$ cat config.mk
export PLATFORM = sky130hd
export DESIGN_NAME = fp_result_queue
export DESIGN_NICKNAME = d
export VERILOG_FILES = /design/src/rtl/fp_pkg.sv /design/src/rtl/fp_sync_fifo.sv /design/src/rtl/fp_result_queue.sv
export SDC_FILE = /design/constraint.sdc
export NUM_CORES = 1
export LEC_CHECK = 0
export CAP_MARGIN = 20
export CORE_MARGIN = 2
export CORE_UTILIZATION = 45
export DETAILED_ROUTE_END_ITERATION = 6
export GPL_TIMING_DRIVEN = 0
export PLACE_DENSITY = 0.72
export SETUP_SLACK_MARGIN = 0.02
export SLEW_MARGIN = 20
export SYNTH_ARGS = -nofsm -noshare
export SYNTH_HDL_FRONTEND = slang
export SYNTH_HIERARCHICAL = 1
export SYNTH_SLANG_ARGS = --single-unit
$ cat constraint.sdc
create_clock -name clk -period 3.47 [get_ports clk]
set_input_delay 0.5205 -clock clk [delete_from_list [all_inputs] [get_ports clk]]
set_output_delay 0.5205 -clock clk [all_outputs]
set_load 0.03 [all_outputs]
$ cat src/rtl/fp_pkg.sv
// Shared FP definitions: flag bit positions, precision tags, canonical NaNs
// and the packed record that travels through the result queue.
package fp_pkg;

    localparam int FLAG_W = 5;
    localparam int FLG_NV = 4;
    localparam int FLG_DZ = 3;
    localparam int FLG_OF = 2;
    localparam int FLG_UF = 1;
    localparam int FLG_NX = 0;

    localparam logic [31:0] QNAN_SP = 32'h7FC00000;
    localparam logic [15:0] QNAN_HP = 16'h7E00;

    localparam logic MODE_SP = 1'b0;
    localparam logic MODE_HP = 1'b1;

    typedef struct packed {
        logic [31:0]       result;
        logic [FLAG_W-1:0] flags;
        logic              mode_fp;
    } res_entry_t;

    // Half-precision results carry no meaning in the upper half; zero it so
    // writeback never sees stale ALU bits there.
    function automatic logic [31:0] canon_result(input logic [31:0] r, input logic mode);
        return (mode == MODE_HP) ? {16'h0000, r[15:0]} : r;
    endfunction

endpackage

$ cat src/rtl/fp_sync_fifo.sv
// DEPTH-entry synchronous FIFO with occupancy count; when empty the head
// output keeps presenting the most recently popped word.
module fp_sync_fifo #(
    parameter int WIDTH = 38,
    parameter int DEPTH = 4,
    localparam int AW = $clog2(DEPTH),
    localparam int LW = AW + 1
) (
    input  logic             clk,
    input  logic             rst,
    input  logic             push,
    input  logic [WIDTH-1:0] push_data,
    input  logic             pop,
    output logic [WIDTH-1:0] head_data,
    output logic [LW-1:0]    level
);

    logic [WIDTH-1:0] mem [DEPTH];
    logic [AW-1:0]    wr_ptr_reg;
    logic [AW-1:0]    rd_ptr_reg;
    logic [LW-1:0]    level_reg;
    logic [WIDTH-1:0] last_reg;

    always_ff @(posedge clk) begin
        if (push) begin
            mem[wr_ptr_reg] <= push_data;
        end
    end

    // Pointers are exactly AW bits wide, so wrap modulo DEPTH comes for free.
    always_ff @(posedge clk or negedge rst) begin
        if (!rst) begin
            wr_ptr_reg <= '0;
            rd_ptr_reg <= '0;
            level_reg  <= '0;
            last_reg   <= '0;
        end else begin
            if (push) begin
                wr_ptr_reg <= wr_ptr_reg + 1'b1;
            end
            if (pop) begin
                rd_ptr_reg <= rd_ptr_reg + 1'b1;
                last_reg   <= mem[rd_ptr_reg];
            end
            case ({push, pop})
                2'b10:   level_reg <= level_reg + 1'b1;
                2'b01:   level_reg <= level_reg - 1'b1;
                default: level_reg <= level_reg;
            endcase
        end
    end

    assign level     = level_reg;
    assign head_data = (level_reg != '0) ? mem[rd_ptr_reg] : last_reg;

endmodule

$ cat src/rtl/fp_result_queue.sv
// FP ALU result queue: buffers canonicalised results for writeback and keeps
// the sticky exception flags, the masked exception interrupt and an op count.
module fp_result_queue
    import fp_pkg::*;
#(
    parameter int DEPTH = 4,
    parameter int CNT_W = 16,
    localparam int LW = $clog2(DEPTH) + 1
) (
    input  logic              clk,
    input  logic              rst,
    input  logic              in_valid,
    input  logic [31:0]       in_result,
    input  logic [FLAG_W-1:0] in_flags,
    input  logic              in_mode_fp,
    output logic              in_ready,
    output logic              out_valid,
    output logic [31:0]       out_result,
    output logic [FLAG_W-1:0] out_flags,
    output logic              out_mode_fp,
    input  logic              out_ready,
    input  logic              sticky_clr,
    input  logic [FLAG_W-1:0] irq_en,
    output logic [FLAG_W-1:0] sticky_flags,
    output logic              exc_irq,
    output logic [LW-1:0]     level,
    output logic [CNT_W-1:0]  op_count,
    input  logic              cnt_clr
);

    localparam logic [CNT_W-1:0] CNT_MAX = {CNT_W{1'b1}};

    logic              push;
    logic              pop;
    res_entry_t        wr_entry;
    res_entry_t        head_entry;
    logic [FLAG_W-1:0] sticky_reg;
    logic [FLAG_W-1:0] sticky_next;
    logic              irq_reg;
    logic [CNT_W-1:0]  count_reg;

    assign in_ready  = (level != LW'(DEPTH));
    assign out_valid = (level != '0);
    assign push      = in_valid & in_ready;
    assign pop       = out_valid & out_ready;

    always_comb begin
        wr_entry.result  = canon_result(in_result, in_mode_fp);
        wr_entry.flags   = in_flags;
        wr_entry.mode_fp = in_mode_fp;
    end

    fp_sync_fifo #(
        .WIDTH ($bits(res_entry_t)),
        .DEPTH (DEPTH)
    ) u_fifo (
        .clk       (clk),
        .rst       (rst),
        .push      (push),
        .push_data (wr_entry),
        .pop       (pop),
        .head_data (head_entry),
        .level     (level)
    );

    assign out_result  = head_entry.result;
    assign out_flags   = head_entry.flags;
    assign out_mode_fp = head_entry.mode_fp;

    // Clear wipes the old state only; flags arriving in the same cycle survive.
    always_comb begin
        sticky_next = sticky_clr ? '0 : sticky_reg;
        if (push) begin
            sticky_next = sticky_next | in_flags;
        end
    end

    always_ff @(posedge clk or negedge rst) begin
        if (!rst) begin
            sticky_reg <= '0;
            irq_reg    <= 1'b0;
            count_reg  <= '0;
        end else begin
            sticky_reg <= sticky_next;
            irq_reg    <= |(sticky_next & irq_en);
            if (cnt_clr) begin
                count_reg <= push ? CNT_W'(1) : '0;
            end else if (push && (count_reg != CNT_MAX)) begin
                count_reg <= count_reg + 1'b1;
            end
        end
    end

    assign sticky_flags = sticky_reg;
    assign exc_irq      = irq_reg;
    assign op_count     = count_reg;

endmodule

# --- Yosys cells after proc, flatten, opt, wreduce, memory -nomap -nowiden ---
# Memory sizes are Yosys's and may differ from the RTL's.
# Cells that the tools add are included.
word_totals:
  reg_bits: 67
  ram_bits: 152
  input_bits: 49
  output_inout_bits: 65
  elab_cells: 36
  memories: 1
mem_list:
  columns: ["memory", "depth", "width", "rd", "rd_ports_with_merged_regs", "write_ports", "line_no", "text"]
  rows:
  - ["u_fifo.mem", 4, 38, 1, 0, 1, "fp_sync_fifo.sv:18", "logic [WIDTH-1:0] mem [DEPTH];"]
classes:
  addsub: 5
  n_eq_ne: 4
  mux: 10
  n_bitwise: 4
  n_reduce_logical: 5
ops:
  columns: ["op", "n"]
  rows:
  - ["38-bit 2-to-1 mux", 1]
  - ["16-bit 2-to-1 mux", 2]
  - ["32-bit 2-to-1 mux", 1]
  - ["16-bit by 1-bit adder with 16-bit output (second input constant)", 1]
  - ["16-bit != test (second input constant)", 1]
  - ["5-bit 2-to-1 mux", 2]
  - ["3-bit one-hot mux with 2 select lines", 1]
  - ["5-bit bitwise AND", 1]
  - ["5-bit OR", 1]
  - ["5-bit OR reduction", 1]
  - ["2-bit by 1-bit adder with 2-bit output (second input constant)", 2]
  - ["2-bit nonzero test", 2]
  - ["3-bit by 1-bit adder with 3-bit output (second input constant)", 1]
  - ["1-bit 2-to-1 mux", 3]
  - ["3-bit != test (second input constant)", 1]
  - ["3-bit nonzero test", 1]
  - ["3-bit by 1-bit subtractor with 3-bit output (second input constant)", 1]
  - ["1-bit bitwise AND", 2]
  - ["2-bit by 1-bit == test with 1-bit output (second input constant)", 1]
  - ["2-bit == test (second input constant)", 1]
  - ["1-bit logical AND", 1]

# --- Logic depth before layout (Yosys ltp) ---
# Gate-level depths: netlist of run 1.
logic_depth:
  word_depth: 5
  ltp_mapped: 10
  depth_no_buf: 10

# --- Cells and area by module ---
# Netlist of run 1, hierarchy kept.
modules_own_cells:
  columns: ["module", "n_inst", "cells_each", "area_per_inst_um2", "seq_area_each_um2"]
  rows:
  - ["fp_sync_fifo", 1, 356, 7729.9, 5690.5]
  - ["fp_result_queue", 1, 141, 1297.5, 550.5]

# --- Worst setup path before layout of run 1 ---
# OpenSTA, ideal clock, no wires.
synth_path:
  path_type: "reg-to-reg"
  start: "register u_fifo.level_reg[2], in the netlist u_fifo/level[2]"
  end: "memory u_fifo.mem[0][0] (enable)"
  setup_time_ps: 399
  arrival_ps: 2185
  required_ps: 3071
  slack_ps: 886
  stages_incl_launch_ff: 5
  n_path_buf: 0
  synth_period_minus_slack_ps: 2584
  cell_sequence: "dfrtp_1 or3b_2 nand2_1 inv_1 and2_1"
synth_between:
  elab_chain_len: 4
synth_rtl:
  columns: ["item", "line_no", "text"]
  rows:
  - ["from (decl)", "fp_sync_fifo.sv:21", "logic [LW-1:0] level_reg;"]
  - ["from (signal assigned)", "fp_sync_fifo.sv:46", "2'b10: level_reg <= level_reg + 1'b1;"]
  - ["from (signal assigned)", "fp_sync_fifo.sv:47", "2'b01: level_reg <= level_reg - 1'b1;"]
  - ["from (signal assigned)", "fp_sync_fifo.sv:48", "default: level_reg <= level_reg;"]
  - ["3-bit != test", "fp_result_queue.sv:42", "assign in_ready = (level != LW'(DEPTH));"]
  - ["via in_ready", "fp_result_queue.sv:16", "output logic in_ready,"]
  - ["1-bit bitwise AND", "fp_result_queue.sv:44", "assign push = in_valid & in_ready;"]
  - ["via push", "fp_result_queue.sv:33", "logic push;"]
  - ["1-bit 2-to-1 mux", "fp_sync_fifo.sv:25", "if (push) begin"]
  - ["1-bit 2-to-1 mux (not written as such)", "fp_sync_fifo.sv:26", "mem[wr_ptr_reg] <= push_data;"]
  - ["to (decl)", "fp_sync_fifo.sv:18", null]
# The timed path passes the listed nets, and every way through them passes these cells.

# --- Worst setup path after layout of run 1 ---
layout_path:
  start: "register u_fifo.rd_ptr_reg[1]"
  end: "output port out_flags[3]"
layout_between:
  elab_chain_len: 2
layout_rtl:
  columns: ["item", "line_no", "text"]
  rows:
  - ["from (decl)", "fp_sync_fifo.sv:20", "logic [AW-1:0] rd_ptr_reg;"]
  - ["from (signal assigned)", "fp_sync_fifo.sv:42", "rd_ptr_reg <= rd_ptr_reg + 1'b1;"]
  - ["memory read 4 x 38 bit", null, null]
  - ["38-bit 2-to-1 mux", "fp_sync_fifo.sv:54", "assign head_data = (level_reg != '0) ? mem[rd_ptr_reg] : last_reg;"]
  - ["to (decl)", "fp_result_queue.sv:19", "output logic [FLAG_W-1:0] out_flags,"]
# No other way between the ends.

==> flow_summary.toml, run 1 <==
[timing]
worst_slew_pin_slew_ns = 0.880
slew_viol_final = 0
hold_violations = 0
finalSetupViolations = 0
fin_crit_ns = 3.26
whs_ns = 0.471
fmax_mhz = 307
grt_setup_unrepaired = "false"
slew_headroom = 0.408
skew_ns = 0.0227
finalCritPeriodShare = 0.939

[worst_setup_path]
rr_worst_depth = 10
rr_startpoint = "u_fifo/level[0]$_DFFE_PN0P_"
start_kind = "flip-flop"
cp.arrival_ns = 2.74
reg2reg_to = "u_fifo/level[2]$_DFFE_PN0P_"
crit_path_end_kind = "output port"
required_ns = 2.95
rrSetupSlack_ns = 0.89
path_max_fanout = 10
critPathKind = "flip-flop to output port"

[synthesis]
synth_ff_type = "edfxtp_1"
syn_avg_cell_area_um2 = 18.2
yosys_warnings = 6
seq_area_frac_synth = 0.691
syn_area_mm2 = 0.00903
async_reset_ff_frac = 0.306
synth-seq-cells = 219
synth_cells = 497
synth_edf_count = 152
synthesis.nets = 553
synthDistinctLibCells = 42

[cells_and_area]
finish.instance_area_mm2 = 0.0114
syn2layout_area_growth_pct = 26.0
diodes = 0
nets = 695
final_layout_size_suffix_gt1_frac = 0.275
fin_util = 0.581
largest_reg_flops = 152
fin_cells = 920

[die]
die_x_um = 146
start_util = 0.461
ioPinCount = 114
die_area_mm2 = 0.0212
core-area_mm2 = 0.0196
std_cell_rows = 51
die_y_um = 146

[routing]
routed_wl_um = 18300
drtIter0Drc = 278
avgRoutedWirePerCell_um = 19.9
viasPerCell = 5.43
vias = 4995
dr.pass1.iters = 5
ant_nets = 0
drc = 0

[run]
cap_violations = 0

[clocking]
numCtsBuffers = 22
path_clk_slew_ns = 0.07
clock_path_buffers = 3
ctsRootBufferMaster = "clkbuf_16"
insertion_delay_ns = 0.51
htreeDepth = 1
clock_sinks = 219
post_cts_buffers = 0
cts_tree = "built"

[global_routing]
gr-total-overflow = 0
grt_antenna_before_repair = 0
grt_pass1_wl_um = 29000
grt_pass1_vias = 5343
gr-usage-all-layers = 0.175
grt_max_degree = 44

[worst_hold_path]
hold_path_class = "input port to asynchronous set/reset pin"

[placed_design]
placed_cells = 879
place_hpwl_um = 12100
place_area_mm2 = 0.0106
gp_congestion = 0.813
io_buffers = 112

[power]
power_density_mw_per_mm2 = 922
p_leak_nw = 4.03
ir_drop_mv = 0.535

[outcome]
outcome = "finished clean"
==> worst max-delay path, stage by stage, from the launching register on <==
cell             delay (ns)
dfrtp_1                0.36
clkbuf_1               0.55
mux4_2                 0.43
mux2_2                 0.29
clkdlybuf4s50_1        0.59
==> cells by family (layout without fill, tap and decap cells) <==
| kind of cell | count (synthesis) | in the layout | synth area share |
|---|---|---|---|
| compound gates | 35 | 35 | 0.0266 |
| buf+inv | 37 | 195 | 0.0212 |
| flops | 219 | 219 | 0.691 |
| xor+xnor | 6 | 6 | 0.00582 |
| simple gates | 75 | 75 | 0.0500 |
| fa+ha+maj | 7 | 7 | 0.0105 |
| mux | 118 | 118 | 0.194 |
==> cell type report <==
| cell class | instances | area [µm²] |
|---|---|---|
| clock inverters | 15 | 185 |
| well taps | 265 | 332 |
| fillers | 1491 | 8220 |
| multi-input cells | 241 | 2610 |
| clock buffers | 25 | 582 |
| flip-flops and latches | 219 | 6240 |
| repair buffers | 118 | 1240 |
| inverters | 13 | 48.8 |
| plain buffers | 24 | 145 |
==> placed cells by master, fill, tap and decap left out, types with 2 or more instances in the layout <==
cell / n
edfxtp_1: 152
clkdlybuf4s50_1: 111
mux2_2: 79
dfrtp_1: 67
mux4_2: 38
clkbuf_16: 22
nor2b_1: 19
inv_1: 13
a21oi_1: 11
clkbuf_1: 10
o31ai_1: 9
or4_1: 9
nand3_1: 8
nand2_1: 7
ha_1: 6
clkinv_2: 6
a22o_1: 5
buf_2: 5
nor2_1: 5
buf_6: 5
nand4_1: 4
nor4_1: 4
and3_1: 4
bufinv_16: 4
and2_2: 4
xor2_1: 4
buf_12: 4
o21ai_0: 3
clkinv_1: 3
buf_4: 3
buf_1: 2
or4b_1: 2
or2_2: 2
clkbuf_8: 2
xnor2_1: 2
==> per-stage QoR <==
stage / setup TNS (ns) / power (mW) / setup WS, ns
after global placement: -69.59 / 7.92 / -0.750
after global routing: 0 / 11.0 / 0.0756
final: 0 / 10.5 / 0.211
after floorplan: 0 / 6.55 / 0.886
after CTS: 0 / 10.6 / 0.0622
after detailed placement: 0 / 8.09 / 0.595
==> synth_stat cells (5+ instances only) <==
cell type  number  area share
a21oi_1        11      0.0061
a22o_1          5      0.0049
and2_1          5      0.0035
buf_2           6      0.0033
buf_6           5      0.0062
clkbuf_1        9      0.0037
dfrtp_1        67        0.19
edfxtp_1      152        0.51
ha_1            6      0.0083
inv_1          13      0.0054
mux2_2         79       0.099
mux4_2         38       0.095
nand2_1         7      0.0029
nand3_1         8      0.0044
nor2_1          5      0.0021
nor2b_1        19       0.013
o31ai_1         9      0.0075
or4_1           9      0.0075
==> per-layer routing <==
layer	GRT usage	share of wire	up-vias
li1	-	-	2265
met1	0.220	0.42	2565
met2	0.315	0.52	132
met3	0.0235	0.041	33
met4	0.0559	0.027	0
met5	0	0	-
==> how the worst max path moves through the flow <==
stage	slack, ns	to	start
finish	0.21	out_flags[3]	u_fifo/rd_ptr_reg[1]$_DFFE_PN0P_
global route	0.08	out_result[13]	u_fifo/rd_ptr_reg[1]$_DFFE_PN0P_
global placement	-0.75	u_fifo/last_reg[25]$_DFFE_PN0P_	rst
detailed placement	0.59	out_result[22]	u_fifo/level[0]$_DFFE_PN0P_
CTS	0.06	out_result[22]	u_fifo/level[0]$_DFFE_PN0P_
floorplan	0.89	u_fifo/mem[0][0]$_DFFE_PP_	u_fifo/level[2]$_DFFE_PN0P_
==> power by group <==
group          leakage [nW]  switching [mW]  internal [mW]
registers              2.22           0.242           3.50
logic                  1.43            2.23           2.03
clock network         0.378           0.982           1.50
total                  4.03            3.45           7.03
==> repair_timing <==
| item | 4_1_cts | 5_1_grt |
|---|---|---|
| hold endpoints to repair | 24 | 0 |
| resized for setup | 0 | 2 |
| hold buffers | 1 | 0 |
| setup endpoints to repair | 0 | 20 |
(Power assumes the default switching activity.)
==> run 2: changes to the inputs <==
HOLD_SLACK_MARGIN = 0.02   (was default)
==> results of run 2 <==
The final DEF is identical to that of run 1; final timing and power are the same.
